==> src/rtl/exec_unit_p.sv <==
// Parametrised execution unit: fetches operands over the BIU handshake, runs an
// 8-op ALU or signed/unsigned compare, writes arithmetic results back, reports flags.
module exec_unit_p #(
    parameter int unsigned WIDTH   = 16,
    parameter int unsigned TIMEOUT = 0
) (
    input  logic             clk,
    input  logic             rst,
    input  logic             start,
    input  logic [1:0]       mode,
    input  logic [2:0]       opcode,
    input  logic [WIDTH-1:0] imm,
    output logic             biu_req,
    output logic [1:0]       biu_sel,
    input  logic             biu_ready,
    input  logic [WIDTH-1:0] rd_data,
    output logic [WIDTH-1:0] wr_data,
    output logic             busy,
    output logic             done,
    output logic             err,
    output logic             flag_c,
    output logic             flag_z,
    output logic             flag_lt
);

    localparam int unsigned SHW  = $clog2(WIDTH);
    localparam int unsigned CNTW = (TIMEOUT > 1) ? $clog2(TIMEOUT) : 1;
    localparam bit          TO_EN = (TIMEOUT != 0);
    localparam logic [CNTW-1:0] TO_LAST = CNTW'(TIMEOUT - 1);

    localparam logic [2:0] S_IDLE    = 3'd0;
    localparam logic [2:0] S_FETCH_A = 3'd1;
    localparam logic [2:0] S_FETCH_B = 3'd2;
    localparam logic [2:0] S_EXEC    = 3'd3;
    localparam logic [2:0] S_WRITE   = 3'd4;
    localparam logic [2:0] S_DONE    = 3'd5;

    localparam logic [2:0] OP_ADD = 3'd0;
    localparam logic [2:0] OP_SUB = 3'd1;
    localparam logic [2:0] OP_AND = 3'd2;
    localparam logic [2:0] OP_OR  = 3'd3;
    localparam logic [2:0] OP_XOR = 3'd4;
    localparam logic [2:0] OP_SHL = 3'd5;
    localparam logic [2:0] OP_SHR = 3'd6;

    logic [2:0]       state_q, state_d;
    logic [1:0]       mode_q, mode_d;
    logic [2:0]       op_q, op_d;
    logic [WIDTH-1:0] imm_q, imm_d;
    logic [WIDTH-1:0] a_q, a_d;
    logic [WIDTH-1:0] b_q, b_d;
    logic [WIDTH-1:0] res_q, res_d;
    logic [CNTW-1:0]  cnt_q, cnt_d;
    logic             fc_q, fc_d, fz_q, fz_d, flt_q, flt_d;
    logic             req_q, req_d;
    logic [1:0]       sel_q, sel_d;
    logic             busy_q, busy_d;
    logic             done_q, done_d;
    logic             err_q, err_d;

    logic [WIDTH-1:0] alu_res_c;
    logic             alu_carry_c;
    logic [WIDTH:0]   ext_c;
    logic [SHW-1:0]   sh_c;
    logic             xfer_c;

    // ALU: ext_c carries the result plus the carry/borrow/shifted-out bit
    always_comb begin
        sh_c        = b_q[SHW-1:0];
        ext_c       = '0;
        alu_res_c   = '0;
        alu_carry_c = 1'b0;
        case (op_q)
            OP_ADD: begin
                ext_c       = {1'b0, a_q} + {1'b0, b_q};
                alu_res_c   = ext_c[WIDTH-1:0];
                alu_carry_c = ext_c[WIDTH];
            end
            OP_SUB: begin
                ext_c       = {1'b0, a_q} - {1'b0, b_q};
                alu_res_c   = ext_c[WIDTH-1:0];
                alu_carry_c = ext_c[WIDTH];
            end
            OP_AND: alu_res_c = a_q & b_q;
            OP_OR:  alu_res_c = a_q | b_q;
            OP_XOR: alu_res_c = a_q ^ b_q;
            OP_SHL: begin
                ext_c       = {1'b0, a_q} << sh_c;
                alu_res_c   = ext_c[WIDTH-1:0];
                alu_carry_c = ext_c[WIDTH];
            end
            OP_SHR: begin
                ext_c       = {a_q, 1'b0} >> sh_c;
                alu_res_c   = ext_c[WIDTH:1];
                alu_carry_c = ext_c[0];
            end
            default: alu_res_c = b_q;
        endcase
    end

    // Next-state and registered-output decode
    always_comb begin
        state_d = state_q;
        mode_d  = mode_q;
        op_d    = op_q;
        imm_d   = imm_q;
        a_d     = a_q;
        b_d     = b_q;
        res_d   = res_q;
        cnt_d   = cnt_q;
        fc_d    = fc_q;
        fz_d    = fz_q;
        flt_d   = flt_q;
        err_d   = 1'b0;
        xfer_c  = (state_q == S_FETCH_A) || (state_q == S_FETCH_B) || (state_q == S_WRITE);

        case (state_q)
            S_IDLE: begin
                if (start) begin
                    mode_d  = mode;
                    op_d    = opcode;
                    imm_d   = imm;
                    state_d = S_FETCH_A;
                end
            end
            S_FETCH_A: begin
                if (biu_ready) begin
                    a_d = rd_data;
                    case (mode_q)
                        2'b00: begin
                            b_d     = imm_q;
                            state_d = S_EXEC;
                        end
                        2'b11: begin
                            b_d     = '0;
                            state_d = S_EXEC;
                        end
                        default: state_d = S_FETCH_B;
                    endcase
                end
            end
            S_FETCH_B: begin
                if (biu_ready) begin
                    b_d     = rd_data;
                    state_d = S_EXEC;
                end
            end
            S_EXEC: begin
                if (!mode_q[1]) begin
                    res_d   = alu_res_c;
                    fc_d    = alu_carry_c;
                    fz_d    = (alu_res_c == '0);
                    state_d = S_WRITE;
                end else begin
                    fz_d    = (a_q == b_q);
                    fc_d    = (a_q < b_q);
                    flt_d   = ($signed(a_q) < $signed(b_q));
                    state_d = S_DONE;
                end
            end
            S_WRITE: begin
                if (biu_ready) state_d = S_DONE;
            end
            S_DONE:  state_d = S_IDLE;
            default: state_d = S_IDLE;
        endcase

        // Wait-cycle watchdog; abandons the operation with no result or flag change
        if (TO_EN && xfer_c && !biu_ready) begin
            if (cnt_q == TO_LAST) begin
                state_d = S_IDLE;
                err_d   = 1'b1;
            end else begin
                cnt_d = cnt_q + CNTW'(1);
            end
        end
        if (state_d != state_q) cnt_d = '0;

        req_d  = (state_d == S_FETCH_A) || (state_d == S_FETCH_B) || (state_d == S_WRITE);
        sel_d  = (state_d == S_FETCH_B) ? 2'b01 : ((state_d == S_WRITE) ? 2'b10 : 2'b00);
        busy_d = (state_d != S_IDLE);
        done_d = (state_d == S_DONE);
    end

    always_ff @(posedge clk or posedge rst) begin
        if (rst) begin
            state_q <= S_IDLE;
            mode_q  <= '0;
            op_q    <= '0;
            imm_q   <= '0;
            a_q     <= '0;
            b_q     <= '0;
            res_q   <= '0;
            cnt_q   <= '0;
            fc_q    <= 1'b0;
            fz_q    <= 1'b0;
            flt_q   <= 1'b0;
            req_q   <= 1'b0;
            sel_q   <= 2'b00;
            busy_q  <= 1'b0;
            done_q  <= 1'b0;
            err_q   <= 1'b0;
        end else begin
            state_q <= state_d;
            mode_q  <= mode_d;
            op_q    <= op_d;
            imm_q   <= imm_d;
            a_q     <= a_d;
            b_q     <= b_d;
            res_q   <= res_d;
            cnt_q   <= cnt_d;
            fc_q    <= fc_d;
            fz_q    <= fz_d;
            flt_q   <= flt_d;
            req_q   <= req_d;
            sel_q   <= sel_d;
            busy_q  <= busy_d;
            done_q  <= done_d;
            err_q   <= err_d;
        end
    end

    assign biu_req = req_q;
    assign biu_sel = sel_q;
    assign wr_data = res_q;
    assign busy    = busy_q;
    assign done    = done_q;
    assign err     = err_q;
    assign flag_c  = fc_q;
    assign flag_z  = fz_q;
    assign flag_lt = flt_q;

endmodule

==> config.mk <==
export PLATFORM = sky130hd
export DESIGN_NAME = exec_unit_p
export DESIGN_NICKNAME = d
export VERILOG_FILES = /design/src/rtl/exec_unit_p.sv
export SDC_FILE = /design/constraint.sdc
export NUM_CORES = 1
export LEC_CHECK = 0
export CORE_MARGIN = 2
export CORE_UTILIZATION = 54
export CTS_CLUSTER_DIAMETER = 40
export CTS_CLUSTER_SIZE = 40
export DETAILED_ROUTE_END_ITERATION = 8
export GPL_ROUTABILITY_DRIVEN = 0
export PLACE_DENSITY = 0.78
export RECOVER_POWER = 100
export SLEW_MARGIN = 20
export SYNTH_ARGS = -nofsm -noshare
export SYNTH_HDL_FRONTEND = slang
export SYNTH_SLANG_ARGS = --single-unit
export TNS_END_PERCENT = 30
==> constraint.sdc <==
create_clock -name clk -period 3.2 [get_ports clk]
set_clock_uncertainty 0.1 [all_clocks]
set_input_delay 0.64 -clock clk [delete_from_list [all_inputs] [get_ports clk]]
set_output_delay 0.64 -clock clk [all_outputs]
set_load 0.02 [all_outputs]
==> results of run 1 <==
-- sequential cells by signal (all words and copies together) (netlist names), 2 cells and up --
register / count
a_q: 16
b_q: 16
biu_sel: 2
imm_q: 16
mode_q: 2
op_q: 3
state_q: 3
wr_data: 16
-- final cells by class --
type / instances / area [um2]
multi-input combinational: 702 / 5240
fill: 1107 / 4330
sequential: 80 / 2000
timing repair buffer: 179 / 1510
clock buffer: 9 / 225
tap: 180 / 225
inverter: 59 / 223
clock inverter: 7 / 72.6
-- worst register-to-register path, cell delays in order (launching register included) --
cell and delay (ns):
dfrtp_2 0.43, clkbuf_8 0.35, mux4_2 0.59, and2_1 0.17, a311oi_1 0.32, a211oi_1 0.12
nor3_1 0.35, o211ai_1 0.15, a22oi_1 0.26, clkinv_1 0.12, o31ai_2 0.26
-- layout by cell type, fill, tap and decap left out, drive strengths merged, types with 16 or more instances in the layout --
cell,count
nand2b,16
a211oi,20
dfrtp,80
nor3b,21
inv,62
dlygate4sd3,27
nand2,71
nand3,16
mux4,19
mux2,33
nor2,84
clkdlybuf4s50,37
ha,52
o21ai,63
buf,107
a21oi,77
mux2i,25
nor3,27
clkbuf,17
-- how the worst min path moves through the flow --
stage	from	endpoint	cells past startpoint	slack, ns
4_1_cts	wr_data[8]	wr_data[8]	2	0.39
3_3_place_gp	wr_data[0]	wr_data[0]	2	0.36
2_1_floorplan	imm_q[10]	imm_q[10]	1	0.37
5_1_grt	wr_data[11]	wr_data[11]	2	0.41
3_5_place_dp	wr_data[8]	wr_data[8]	2	0.37
6_report	wr_data[12]	wr_data[12]	2	0.38
-- logic make-up (layout without fill, tap and decap cells) --
group	after synthesis	count (layout)	synth area share, %
XOR/XNOR	11	11	1.27
multiplexers	77	77	13.8
AND/OR/NAND/NOR	272	272	17.3
other	1	1	0.0493
adder cells (fa/ha/maj)	54	54	9.09
buffers and inverters	133	254	7.01
flip-flops	80	80	26.3
AO/OA/AOI/OAI	287	287	25.1
-- routing by layer --
| layer | vias to the layer above | GRT usage, % |
|---|---|---|
| met5 | - | 0 |
| met4 | 0 | 16.0 |
| met3 | 143 | 9.43 |
| met2 | 619 | 52.5 |
| met1 | 3778 | 48.1 |
| li1 | 3583 | - |
-- metrics by stage --
step | instance area [um2] | util (%) | setup WS, ns | hold slack, ns | TNS [ns]
2_1_floorplan | 7620 | - | 0.00136 | 0.372 | 0
3_3_place_gp | 8990 | 65.0 | -0.0847 | 0.360 | -0.165
3_5_place_dp | 8990 | 65.0 | -0.209 | 0.372 | -0.510
4_1_cts | 9380 | 67.8 | -0.129 | 0.386 | -0.348
5_1_grt | 9500 | 68.7 | -0.186 | 0.409 | -0.928
6_report | 9500 | 68.7 | -0.129 | 0.378 | -0.300
-- timing repair --
item | in CTS | in global routing
buffers inserted | 4 | 5
setup endpoints to repair | 4 | 6
hold buffers | 0 | 0
gates resized for setup | 13 | 27
pin swaps | 8 | 21
==> results.py, run 1 <==
metrics = {
    "floorplan": {
        "ios": 66,
        "dieArea_mm2": 0.0150,
        "die_w_um": 123,
        "core_mm2": 0.0138,
        "die_y_um": 123,
        "start_util_pct": 55.0,
        "rows": 43,
    },
    "grt": {
        "grt_max_degree": 42,
        "grt_overflow_total": 0,
        "antenna_found_initial": 0,
        "grt_pass1_vias": 7488,
        "grt_usage_pct": 35.3,
        "grt_pass1_wl_um": 40600,
    },
    "routing": {
        "drt.antenna.violating_nets": 0,
        "highest_layer": "met4",
        "routed-wl-met3_um": 3180,
        "drt_iter0_drc": 1306,
        "drt-wirelength-per-cell_um": 21.3,
        "vias_per_cell": 6.68,
        "met2_length_um": 11000,
        "vias": 8123,
        "routed_wl_um": 25900,
        "drc": 21,
        "firstDrtPassIters": 9,
        "wl_met1_um": 10300,
    },
    "sta": {
        "period_share_pct": 104,
        "setup_ws_ns": -0.129,
        "timing.fmax_mhz": 300,
        "final-hold-violation-count": 0,
        "relSlewSlack_pct": -1.66,
        "worstMarginPinSlew_ns": 1.52,
        "fin_crit_ns": 3.33,
        "drv_slew": 36,
        "setup_viol": 3,
        "rsz0062_at_grt": "true",
    },
    "placement": {
        "dp.final_hpwl_um": 19600,
        "io_buffers": 64,
        "post-place-cells": 1191,
    },
    "setup_path": {
        "r2r_cells": 10,
        "slowest_delay_ns": 0.57,
        "r2r-end": "flag_z",
        "startpoint_type": "flop",
        "worstPathArrival_ns": 3.50,
        "startpoint": "b_q[0]",
        "worstSetupPathDepth": 10,
        "critPathKind": "flop to flop",
        "critical_path_buf_inv_count": 2,
        "critPathMaxFanout": 38,
        "cpLargestDelayFamily": "compound AO/OA/AOI/OAI gates",
        "endpoint_kind": "flop",
        "r2r_start": "b_q[0]",
        "r2r_slack_ns": -0.13,
        "cp_cell_sequence": "clkbuf_8 > mux4_2 > and2_1 > a311oi_1 > a211oi_1 > nor3_1 > o211ai_1 > a22oi_1 > clkinv_1 > o31ai_2",
        "worstPathRequired_ns": 3.37,
        "cp-endpoint": "flag_z",
        "cpMaxStageDelayCell": "mux4_2",
    },
    "clocking": {
        "clockBufferDepth": 2,
        "numCtsBuffers": 9,
        "cts_tree": "built",
        "clk_pin_slew_worst_paths_ns": 0.07,
        "insertion_delay_ns": 0.36,
        "ctsHtreeMaxLevel": 3,
        "root_buffer": "clkbuf_16",
        "cts.sinks": 80,
    },
    "outcome": {
        "failed_checks": "design-rule violations, max-capacitance violations, max-slew violations, negative setup slack",
        "status": "complete, but fails checks",
    },
    "synthesis": {
        "synthDominantAreaCellType": "dfrtp_1",
        "synthArstFlopShare_pct": 100,
        "synth-main-ff-cell": "dfrtp_1",
        "ys_seq_elements": 80,
        "synthCells": 915,
        "synth_top_area_share_pct": 26.3,
        "syn_nets": 1010,
        "post-synth-top-count-cell": "nor2_1",
        "synth_area_mm2": 0.00760,
        "syn_area_per_cell_um2": 8.31,
        "synth_edf_count": 0,
        "synth.area.top_cells": "dfrtp_1, ha_1, mux4_2",
        "ys_types": 75,
        "synthTopCellsByCount": "nor2_1, dfrtp_1, a21oi_1",
        "yosysSeqAreaShare_pct": 26.3,
        "yosysWarnings": 0,
    },
    "cells_and_area": {
        "stdcell_count": 1216,
        "antennaDiodeCount": 0,
        "drive_gt1_share_pct": 22.0,
        "area_growth_pct": 24.9,
        "fin_nets": 1126,
    },
    "flow_run": {
        "drv_cap": 1,
    },
    "worst_hold_path": {
        "min_path_type": "flop to flop",
    },
}
Power of run 1 is left out: the tool's default activity adds up to more than one toggle a clock period on the data nets, which glitch-free logic cannot reach.
==> inputs of run 2 (changes only) <==
Settings changed: PLACE_DENSITY 0.78 to 0.88.
==> results.py, run 2 (same netlist as run 1, synthesis figures left out) <==
metrics = {
    "clocking": {
        "clockBufferDepth": 2,
        "cts_tree": "built",
        "clk_pin_slew_worst_paths_ns": 0.07,
        "root_buffer": "clkbuf_16",
        "insertion_delay_ns": 0.36,
        "ctsHtreeMaxLevel": 3,
        "numCtsBuffers": 9,
        "cts.sinks": 80,
        "hold_buffers": 0,
    },
    "setup_path": {
        "slowest_delay_ns": 0.49,
        "critPathMaxFanout": 56,
        "critPathKind": "flop to flop",
        "endpoint_kind": "flop",
        "worstPathRequired_ns": 3.37,
        "cpMaxStageDelayCell": "a221oi_1",
        "startpoint_type": "flop",
        "critical_path_buf_inv_count": 1,
        "crit_top_cell": "mux2i_1",
        "r2r_slack_ns": -0.1,
        "cpLargestDelayFamily": "compound AO/OA/AOI/OAI gates",
        "worstPathArrival_ns": 3.47,
        "cp_cell_sequence": "buf_12 > mux2_2 > mux2i_1 > mux2i_1 > a221oi_1 > a31oi_1 > a2111oi_2 > nand4_1 > o31ai_2",
    },
    "cells_and_area": {
        "area.sequential_mm2": 0.00201,
        "drive_gt1_share_pct": 20.2,
        "multi_input_area_mm2": 0.00520,
        "postLayoutCoreUtil_pct": 67.5,
        "fillers": 1008,
        "fin_area_mm2": 0.00933,
        "final_cell_mix": "buf_4, nor2_1, dfrtp_1",
        "area_growth_pct": 22.7,
        "fin_nets": 1106,
        "antennaDiodeCount": 0,
        "final_common_cell": "buf_4",
    },
    "flow_run": {
        "drv_cap": 0,
    },
    "worst_hold_path": {
        "min_path_type": "flop to flop",
    },
    "placement": {
        "io_buffers": 64,
        "dp_slack_ns": -0.228,
        "placed_cell_area_mm2": 0.00888,
        "dp.final_hpwl_um": 18800,
    },
    "grt": {
        "grt_pass1_wl_um": 40800,
        "grt_usage_pct": 35.3,
        "grt_pass1_vias": 7631,
        "grt_max_degree": 62,
        "antenna_found_initial": 1,
        "grt_overflow_total": 0,
    },
    "sta": {
        "final-hold-violation-count": 0,
        "setup_viol": 3,
        "relSlewSlack_pct": 3.49,
        "setup_ws_ns": -0.0971,
        "drv_slew": 0,
        "rsz0062_at_grt": "true",
        "fin_crit_ns": 3.30,
        "period_share_pct": 103,
        "timing.fmax_mhz": 303,
        "worstMarginPinSlew_ns": 1.45,
        "holdWs_ns": 0.372,
    },
    "routing": {
        "drc": 38,
        "drt-wirelength-per-cell_um": 21.8,
        "wl_met1_um": 9710,
        "drt_iter0_drc": 1806,
        "vias": 8179,
        "highest_layer": "met5",
        "met2_length_um": 11000,
        "vias_per_cell": 6.84,
        "drt.antenna.violating_nets": 0,
        "firstDrtPassIters": 9,
        "routed_wl_um": 26100,
        "routed-wl-met3_um": 3720,
    },
    "floorplan": {
        "core_mm2": 0.0138,
        "die_y_um": 123,
        "ios": 66,
        "start_util_pct": 55.0,
        "rows": 43,
        "die_w_um": 123,
        "dieArea_mm2": 0.0150,
    },
    "outcome": {
        "status": "complete, but fails checks",
        "failed_checks": "design-rule violations, negative setup slack",
    },
}
[run 2: cell type report]
class | instances | area share, %
clock buffer | 11 | 2.71
timing repair buffer | 159 | 14.6
tap | 180 | 2.41
sequential | 80 | 21.5
clock inverter | 5 | 0.657
multi-input combinational | 702 | 55.7
inverter | 59 | 2.39
[run 2: per-stage QoR]
| step | cells | TNS [ns] |
|---|---|---|
| 3_5_place_dp | 1175 | -0.470 |
| 5_1_grt | 1196 | -1.60 |
| 3_3_place_gp | 1175 | -0.0539 |
| 6_report | 1196 | -0.250 |
| 4_1_cts | 1194 | -0.0706 |
| 2_1_floorplan | 915 | 0 |
[run 2: worst min-delay path, delay by kind of cell (launching register included)]
family | cells | cell delay [ns]
AOI/OAI and AO/OA | 1 | 0.06
DFF | 1 | 0.34
and+or+nand+nor | 1 | 0.04
[run 2: worst paths after layout]
kind / startpoint / end / depth (start not counted)
max in group asynchronous: rst / a_q[0] / 3
max: b_q[1] / flag_z / 9
max reg2reg: b_q[1] / flag_z / 9
min in group asynchronous: rst / flag_c / 2
min reg2reg: wr_data[0] / wr_data[0] / 2
min: wr_data[0] / wr_data[0] / 2
[run 2: repair_timing]
item	4_1_cts	5_1_grt
endpoints found under the setup margin	4	5
pin swaps	12	7
cloned	0	0
resized for setup	10	21
setup buffers	3	2
hold endpoints to repair	0	0
[run 2: layer usage]
layer  vias up  track usage (%)
li1       3533                -
met1      3783             46.3
met2       680             51.9
met3       181             13.2
met4         2             15.9
met5         -                0
Power of run 2 is left out for the same reason.
